## src/rtl/cpu_pkg.sv

```systemverilog
// Shared CPU front-end constants and the redirect-source encoding used by the fetch PC unit.
package cpu_pkg;

    localparam int unsigned INSTR_BYTES      = 4;
    localparam logic [31:0] DEFAULT_RESET_PC = 32'h0000_0000;

    typedef enum logic [2:0] {
        RD_NONE,
        RD_BR,
        RD_J,
        RD_JR,
        RD_PEND
    } redirect_src_t;

endpackage

```

## src/rtl/pc_sequencer_if.sv

```systemverilog
// Fetch-stage redirect/stall request bundle and the PC unit's responses.
interface pc_sequencer_if #(
    parameter int unsigned WIDTH  = 32,
    parameter int unsigned IMM_W  = 16,
    parameter int unsigned JIDX_W = 26
);
    logic              stall;
    logic              br_taken;
    logic [WIDTH-1:0]  br_base;
    logic [IMM_W-1:0]  br_imm;
    logic              jump;
    logic [JIDX_W-1:0] jidx;
    logic              jr;
    logic [WIDTH-1:0]  jr_target;
    logic [WIDTH-1:0]  pc;
    logic [WIDTH-1:0]  pc4;
    logic              flush;
    logic              fault;
    logic [WIDTH-1:0]  fault_addr;
    logic              pend;

    modport master (
        output stall, br_taken, br_base, br_imm, jump, jidx, jr, jr_target,
        input  pc, pc4, flush, fault, fault_addr, pend
    );

    modport slave (
        input  stall, br_taken, br_base, br_imm, jump, jidx, jr, jr_target,
        output pc, pc4, flush, fault, fault_addr, pend
    );
endinterface

```

## src/rtl/pc_sequencer_target_calc.sv

```systemverilog
// Combinational branch and jump target generation; jump form selected by JUMP_MODE.
module target_calc #(
    parameter int unsigned WIDTH     = 32,
    parameter int unsigned IMM_W     = 16,
    parameter int unsigned JIDX_W    = 26,
    parameter int unsigned JUMP_MODE = 0
) (
    input  logic [WIDTH-1:0]  pc4_i,
    input  logic [WIDTH-1:0]  br_base_i,
    input  logic [IMM_W-1:0]  br_imm_i,
    input  logic [JIDX_W-1:0] jidx_i,
    output logic [WIDTH-1:0]  br_target_o,
    output logic [WIDTH-1:0]  j_target_o
);

    logic [WIDTH-1:0] br_off;

    assign br_off      = {{(WIDTH-IMM_W){br_imm_i[IMM_W-1]}}, br_imm_i};
    assign br_target_o = br_base_i + (br_off << 2);

    generate
        if (JUMP_MODE == 0) begin : g_region
            // Low bits of pc4 are replaced by the index, so only the region bits are consumed.
            if (WIDTH > JIDX_W + 2) begin : g_hi
                logic unused_pc4_lo;
                assign unused_pc4_lo = ^pc4_i[JIDX_W+1:0];
                assign j_target_o    = {pc4_i[WIDTH-1:JIDX_W+2], jidx_i, 2'b00};
            end else begin : g_full
                logic unused_pc4;
                assign unused_pc4 = ^pc4_i;
                assign j_target_o = {jidx_i, 2'b00};
            end
        end else begin : g_rel
            logic [WIDTH-1:0] j_off;
            assign j_off      = {{(WIDTH-JIDX_W){jidx_i[JIDX_W-1]}}, jidx_i};
            assign j_target_o = pc4_i + (j_off << 2);
        end
    endgenerate

endmodule

```

## src/rtl/pc_sequencer.sv

```systemverilog
// Fetch PC register with redirect arbitration, stall hold and a one-entry pending-redirect buffer.
module pc_sequencer
    import cpu_pkg::*;
#(
    parameter int unsigned      WIDTH     = 32,
    parameter int unsigned      IMM_W     = 16,
    parameter int unsigned      JIDX_W    = 26,
    parameter logic [WIDTH-1:0] RESET_PC  = WIDTH'(DEFAULT_RESET_PC),
    parameter int unsigned      JUMP_MODE = 0
) (
    input  logic           clk,
    input  logic           reset,
    pc_sequencer_if.slave  bus
);

    localparam logic [WIDTH-1:0] PC_INC = WIDTH'(INSTR_BYTES);

    logic [WIDTH-1:0] pc_q, pc_d;
    logic             pend_q, pend_d;
    logic [WIDTH-1:0] ptgt_q, ptgt_d;
    logic             flush_q, flush_d;
    logic             fault_q, fault_d;
    logic [WIDTH-1:0] faddr_q, faddr_d;

    logic [WIDTH-1:0] pc4_c;
    logic [WIDTH-1:0] br_target_c;
    logic [WIDTH-1:0] j_target_c;
    logic             jr_misaligned_c;
    redirect_src_t    new_src_c;
    logic [WIDTH-1:0] new_tgt_c;
    redirect_src_t    eff_src_c;
    logic [WIDTH-1:0] eff_tgt_c;

    assign pc4_c           = pc_q + PC_INC;
    assign jr_misaligned_c = bus.jr && (bus.jr_target[1:0] != 2'b00);

    target_calc #(
        .WIDTH     (WIDTH),
        .IMM_W     (IMM_W),
        .JIDX_W    (JIDX_W),
        .JUMP_MODE (JUMP_MODE)
    ) u_target_calc (
        .pc4_i       (pc4_c),
        .br_base_i   (bus.br_base),
        .br_imm_i    (bus.br_imm),
        .jidx_i      (bus.jidx),
        .br_target_o (br_target_c),
        .j_target_o  (j_target_c)
    );

    // jr > jump > br; a misaligned jr still claims the slot and suppresses the lower requests.
    always_comb begin
        new_src_c = RD_NONE;
        new_tgt_c = '0;
        if (bus.jr) begin
            if (!jr_misaligned_c) begin
                new_src_c = RD_JR;
                new_tgt_c = bus.jr_target;
            end
        end else if (bus.jump) begin
            new_src_c = RD_J;
            new_tgt_c = j_target_c;
        end else if (bus.br_taken) begin
            new_src_c = RD_BR;
            new_tgt_c = br_target_c;
        end
    end

    // The buffered redirect is older than anything arriving now, so it always wins.
    always_comb begin
        eff_src_c = new_src_c;
        eff_tgt_c = new_tgt_c;
        if (pend_q) begin
            eff_src_c = RD_PEND;
            eff_tgt_c = ptgt_q;
        end
    end

    always_comb begin
        pc_d    = pc_q;
        pend_d  = pend_q;
        ptgt_d  = ptgt_q;
        flush_d = 1'b0;
        fault_d = jr_misaligned_c;
        faddr_d = jr_misaligned_c ? bus.jr_target : faddr_q;
        if (!bus.stall) begin
            if (eff_src_c != RD_NONE) begin
                pc_d    = eff_tgt_c;
                pend_d  = 1'b0;
                flush_d = 1'b1;
            end else begin
                pc_d = pc4_c;
            end
        end else if (!pend_q && (new_src_c != RD_NONE)) begin
            pend_d = 1'b1;
            ptgt_d = new_tgt_c;
        end
    end

    always_ff @(posedge clk) begin
        if (reset) begin
            pc_q    <= RESET_PC;
            pend_q  <= 1'b0;
            ptgt_q  <= '0;
            flush_q <= 1'b0;
            fault_q <= 1'b0;
            faddr_q <= '0;
        end else begin
            pc_q    <= pc_d;
            pend_q  <= pend_d;
            ptgt_q  <= ptgt_d;
            flush_q <= flush_d;
            fault_q <= fault_d;
            faddr_q <= faddr_d;
        end
    end

    assign bus.pc         = pc_q;
    assign bus.pc4        = pc4_c;
    assign bus.flush      = flush_q;
    assign bus.fault      = fault_q;
    assign bus.fault_addr = faddr_q;
    assign bus.pend       = pend_q;

endmodule

```

## src/flat_wrapper.sv

```systemverilog
// flat-port wrapper written by rule: the top's interface ports become plain ports
module pc_sequencer_flat import cpu_pkg::*;
#(
    parameter int unsigned      WIDTH     = 32,
    parameter int unsigned      IMM_W     = 16,
    parameter int unsigned      JIDX_W    = 26,
    parameter logic [WIDTH-1:0] RESET_PC  = WIDTH'(DEFAULT_RESET_PC),
    parameter int unsigned      JUMP_MODE = 0
)
  (clk, reset, bus_stall, bus_br_taken, bus_br_base, bus_br_imm, bus_jump, bus_jidx, bus_jr, bus_jr_target, bus_pc, bus_pc4, bus_flush, bus_fault, bus_fault_addr, bus_pend);
  pc_sequencer_if #(.WIDTH(WIDTH), .IMM_W(IMM_W), .JIDX_W(JIDX_W)) bus_i ();
  input  logic clk;
  input  logic reset;
  input wire logic [$bits(bus_i.stall)-1:0] bus_stall;
  input wire logic [$bits(bus_i.br_taken)-1:0] bus_br_taken;
  input wire logic [$bits(bus_i.br_base)-1:0] bus_br_base;
  input wire logic [$bits(bus_i.br_imm)-1:0] bus_br_imm;
  input wire logic [$bits(bus_i.jump)-1:0] bus_jump;
  input wire logic [$bits(bus_i.jidx)-1:0] bus_jidx;
  input wire logic [$bits(bus_i.jr)-1:0] bus_jr;
  input wire logic [$bits(bus_i.jr_target)-1:0] bus_jr_target;
  output wire logic [$bits(bus_i.pc)-1:0] bus_pc;
  output wire logic [$bits(bus_i.pc4)-1:0] bus_pc4;
  output wire logic [$bits(bus_i.flush)-1:0] bus_flush;
  output wire logic [$bits(bus_i.fault)-1:0] bus_fault;
  output wire logic [$bits(bus_i.fault_addr)-1:0] bus_fault_addr;
  output wire logic [$bits(bus_i.pend)-1:0] bus_pend;
  assign bus_i.stall = bus_stall;
  assign bus_i.br_taken = bus_br_taken;
  assign bus_i.br_base = bus_br_base;
  assign bus_i.br_imm = bus_br_imm;
  assign bus_i.jump = bus_jump;
  assign bus_i.jidx = bus_jidx;
  assign bus_i.jr = bus_jr;
  assign bus_i.jr_target = bus_jr_target;
  assign bus_pc = bus_i.pc;
  assign bus_pc4 = bus_i.pc4;
  assign bus_flush = bus_i.flush;
  assign bus_fault = bus_i.fault;
  assign bus_fault_addr = bus_i.fault_addr;
  assign bus_pend = bus_i.pend;
  pc_sequencer #(.WIDTH(WIDTH), .IMM_W(IMM_W), .JIDX_W(JIDX_W), .RESET_PC(RESET_PC), .JUMP_MODE(JUMP_MODE)) u_core (.clk(clk), .reset(reset), .bus(bus_i));
endmodule
```

## config.mk

```make
export PLATFORM = sky130hd
export DESIGN_NAME = pc_sequencer_flat
export DESIGN_NICKNAME = d
export VERILOG_FILES = /design/src/rtl/cpu_pkg.sv /design/src/rtl/pc_sequencer_if.sv /design/src/rtl/pc_sequencer_target_calc.sv /design/src/rtl/pc_sequencer.sv /design/src/flat_wrapper.sv
export SDC_FILE = /design/constraint.sdc
export NUM_CORES = 1
export LEC_CHECK = 0
export CORE_MARGIN = 2
export CORE_UTILIZATION = 49
export CTS_CLUSTER_SIZE = 16
export DETAILED_ROUTE_END_ITERATION = 10
export GPL_ROUTABILITY_DRIVEN = 0
export PLACE_DENSITY = 0.89
export SYNTH_ARGS = -nofsm -noshare
export SYNTH_HDL_FRONTEND = slang
export SYNTH_HIERARCHICAL = 1
export SYNTH_SLANG_ARGS = --single-unit
```

## constraint.sdc

```tcl
create_clock -name clk -period 4 [get_ports clk]
set_clock_uncertainty 0.15 [all_clocks]
set_input_delay 0.8 -clock clk [delete_from_list [all_inputs] [get_ports clk]]
set_output_delay 0.8 -clock clk [all_outputs]
set_load 0.01 [all_outputs]
```

# Word level (Yosys, flattened, before mapping)
# Cells that the tools add are included.
# word_totals
regBits	99
input_bits	112
out_inout_bits	99
word_cells	34
# classes
addsub	2
n_eq_ne	1
n_mux	15
n_reduce_logical	10
# op_table
cell	n
$mux 32	6
$add 32x3->32 const B	1
$add 32x32->32	1
$mux 3	3
$reduce_bool 3->1	2
$mux 1	5
$reduce_and 2->1	2
$reduce_bool 2->1	2
$logic_and 1x1->1	2
$mux 2	1
$ne 2x1->1 const B	1
$reduce_or 2->1	1
$logic_not 1->1	1

# Logic depth before layout (Yosys ltp)
# logic_depth
ltp_word	8
ltp_mapped	15

# Cells and area by module
# Netlist, hierarchy kept.
# by_module_without_submodules
mod	instances	cells_each	area_each_um2	seq_area_each_um2
pc_sequencer	1	708	5430.2	1981.9
target_calc	1	258	1859.3	0.0

# Worst setup path before layout
# No wires, ideal clock.
# synth_path
path_type	input -> register
startpoint	input bus_br_base[2]
endpoint	register u_core.pc_q[24] (netlist: u_core/bus.pc[24])
setup_time_ns	0.131
t_arrival_ns	3.308
required_ns	3.719
slack_ns	0.411
cell_stages	13
path_buffers	0
path_cell_list	ha_1 inv_1 fa_1 nand2b_1 a211o_1 a211o_1 a211o_1 o31ai_2 xor2_1 a22oi_1 o21ai_0 a222oi_1 o22ai_1
# synth_between
elab_chain_cells	6
# synth_lines
element	line	rtl
from (decl)	flat_wrapper.sv:16	input wire logic [$bits(bus_i.br_base)-1:0] bus_br_base;
$add 32x32->32	pc_sequencer_target_calc.sv:19	assign br_target_o = br_base_i + (br_off << 2);
net u_core.br_target_c[24]	pc_sequencer.sv:26	logic [WIDTH-1:0] br_target_c;
$mux 32	pc_sequencer.sv:63	end else if (bus.br_taken) begin
$mux 32	pc_sequencer.sv:60	end else if (bus.jump) begin
$mux 32	pc_sequencer.sv:55	if (bus.jr) begin
$mux 32	pc_sequencer.sv:73	if (pend_q) begin
$mux 32	pc_sequencer.sv:87	if (eff_src_c != RD_NONE) begin
to (signal assigned)	pc_sequencer.sv:109	pc_q <= pc_d;
to (decl)	pc_sequencer.sv:18	logic [WIDTH-1:0] pc_q, pc_d;
# The timed path passes the listed nets, and every way through them passes these cells.
# A chain may end at the register's enable or synchronous reset.

# Final worst setup path
# layout_path
startpoint	input bus_br_base[3]
endpoint	register u_core.pc_q[24] (netlist: u_core/bus.pc[24])
# Same word-level chain as after synthesis.

==> flow_summary.yaml <==
outcome:
  status: "finished clean"
critical_path:
  crit_path_end_kind: "flip-flop"
  cp_cell_sequence: "clkdlybuf4s50_1 -> inv_1 -> fa_2 -> nand2b_4 -> a211o_1 -> a211o_1 -> a211o_1 -> o31ai_2 -> xor2_1 -> a22oi_2 -> o21ai_2 -> a222oi_1 -> o22ai_1"
  cp-start-kind: "primary input"
  cpMostUsedCell: "a211o_1"
  worstPathRequired_ns: 4.04
  arrival_ns: 3.98
  crit_path_max_fanout: 2
  crit_slowest_cell: "clkdlybuf4s50_1"
  slowest_delay_ns: 0.47
  criticalPathCategory: "in -> reg"
cts:
  postCtsHoldBufs: 0
  cts_tree: "yes"
  htree_levels: 3
  clkSlewWorstSetupHoldPaths_ns: 0.07
  clock_latency_ns: 0.35
  cts_buffers: 9
  root_buffer: "clkbuf_16"
  cts_buffer_depth: 2
  cts.sinks: 99
timing:
  worst_slack_ns: 0.0599
  drv_slew: 0
  rsz0062_at_grt: "true"
  worst_pin_slew_ns: 1.19
  finalSetupTns_ns: 0
  finalCritPeriodShare_pct: 98.5
  setup_viol: 0
  timing.fmax_ghz: 0.254
  slew_headroom_pct: 20.4
  min_period_ns: 3.94
  hold_viol: 0
floorplanning:
  dieArea_um2: 15900
  row_count: 44
  die_w_um: 126
  placeableCoreArea_um2: 14500
  io_pins: 211
  initial_core_util_pct: 50.2
  die_h_um: 126
detailed_routing:
  drt_pass1_iterations: 6
  via_per_inst: 5.96
  via_count: 8025
  avgRoutedWirePerCell_um: 17.8
  drcViolationCount: 0
  drtIter0Drc: 1032
  routed_wirelength_mm: 24.0
  ant_nets: 0
grt:
  grt-ovfl-total: 0
  grt_pass1_wl_mm: 37.6
  grt_pass1_vias: 7454
  antenna_found_initial: 0
  grtUsageTotal_pct: 28.7
  grt_max_degree: 116
final_layout:
  areaGrowthSynthToFinish_pct: 37.3
  drive_gt1_share_pct: 11.1
  design_area_um2: 10000
  nets: 1300
  n_fill_cell: 1186
  diodes: 0
yosys:
  netlist_area_um2: 7290
  synth_cell_types: 76
  synth_top_area_share_pct: 27.2
  ys_seq_area_share_pct: 27.2
  synth-edff-count: 0
  ys.warnings.count: 6
  syn_avg_cell_area_um2: 7.55
  netlist_instances: 966
  synth.area.top_cells: "dfxtp_1 27%, nand2_1 8.1%, a21oi_1 6.7%"
  synth_seq_cells: 99
  synth_top_area_cell: "dfxtp_1"
  async_flop_share_pct: 0
  ys.flop_type: "dfxtp_1"
run:
  drv_cap: 0
place:
  post-dp-hpwl_mm: 18.1
  port_buffers: 210
  place_area_um2: 9590
  pre_cts_ws_ns: -0.373
pwr:
  total_power_w: 0.00299
  vdd_drop_max_v: 0.000211
  power_per_cell_area_nw_per_um2: 299
  p_leak_nw: 3.81
hold_path:
  min_path_type: "reg -> reg"
[cell families after synthesis]
family,synth area share [%]
flip-flops,27.2
AND/OR/NAND/NOR,25.1
other,0.0514
XOR/XNOR,6.73
adder cells (fa/ha/maj),5.42
buffers and inverters,7.93
multiplexers,0.961
AO/OA/AOI/OAI,26.7
[cell usage after synthesis, drive strengths merged, types with 9 or more instances]
master  instances
a211oi         15
a21o           16
a21oi          99
a22oi          29
a31oi           9
buf            51
clkbuf         47
dfxtp          99
ha             30
inv            16
nand2         158
nand2b         15
nand3          22
nand3b          9
nand4          15
nor2           65
nor3           24
o211ai         13
o21ai          52
xnor2          40
xor2           16
[state kept, by name, summed over array words and instances, names as in the netlist]
signal                 count
u_core/bus.pc             32
u_core/bus.fault           1
u_core/bus.pend            1
u_core/bus.flush           1
u_core/bus.fault_addr     32
u_core/ptgt_q             32
[report_power, final]
group / total (W) / switching, W / internal, W
clock network: 0.000905 / 0.000414 / 0.000491
logic: 0.000974 / 0.000485 / 0.000489
registers: 0.00111 / 0.0000638 / 0.00104
total: 0.00299 / 0.000963 / 0.00202
[worst max-delay path, delay by kind of cell]
family	cells	cell delay [ns]
buf+inv	2	0.53
simple gates	1	0.15
compound gates	8	1.98
fa+ha+maj	1	0.38
xor+xnor	1	0.13
[what timing repair did]
item	CTS	global route
setup endpoints to repair	1	15
endpoints found under the hold margin	0	0
pin swaps	10	9
setup buffers	2	1
resized for setup	7	19
[placed cells by master (no fill, tap or decap), types with 20 or more instances in the layout]
master           count
nand3_1             20
nor3_1              20
a22oi_1             28
a21oi_1             94
nand2_1            157
clkdlybuf4s50_1    206
ha_1                29
o21ai_0             43
nor2_1              65
dfxtp_1             99
xnor2_1             39
buf_4               68
[metrics by stage]
stage	util, %	hold slack (ns)	instances
CTS	68.3	0.305	1345
global placement	66.0	0.290	1327
finish	68.9	0.306	1346
floorplan	-	0.286	967
detailed placement	66.0	0.296	1327
global route	68.9	0.321	1346
[path summary, 6_finish.rpt]
kind / to / cells past startpoint / slack (ns) / from
setup / recovery: u_core/bus.pc[24] / 13 / 0.06 / bus_br_base[3]
hold / removal: u_core/bus.fault_addr[4] / 2 / 0.31 / u_core/bus.fault_addr[4]
setup reg to reg: u_core/bus.pc[28] / 9 / 1.02 / u_core/bus.pc[2]
hold reg to reg: u_core/bus.fault_addr[4] / 2 / 0.31 / u_core/bus.fault_addr[4]
[cell type report]
| class | count | area (um^2) | area share, % |
|---|---|---|---|
| inverters | 16 | 60.1 | 0.600 |
| multi-input cells | 754 | 4840 | 48.4 |
| repair buffers | 277 | 2590 | 25.9 |
| clock inverters | 7 | 76.3 | 0.763 |
| well taps | 184 | 230 | 2.30 |
| flip-flops and latches | 99 | 1980 | 19.8 |
| clock buffers | 9 | 225 | 2.25 |
[per-layer routing]
metal	routed length [um]	GRT usage (%)	up-vias
met5	0	0	-
met3	2420	5.44	47
met2	11100	46.7	449
li1	-	-	3838
met4	511	8.60	0
met1	9980	38.9	3691
Note: power is estimated with default switching activity, not from simulation.
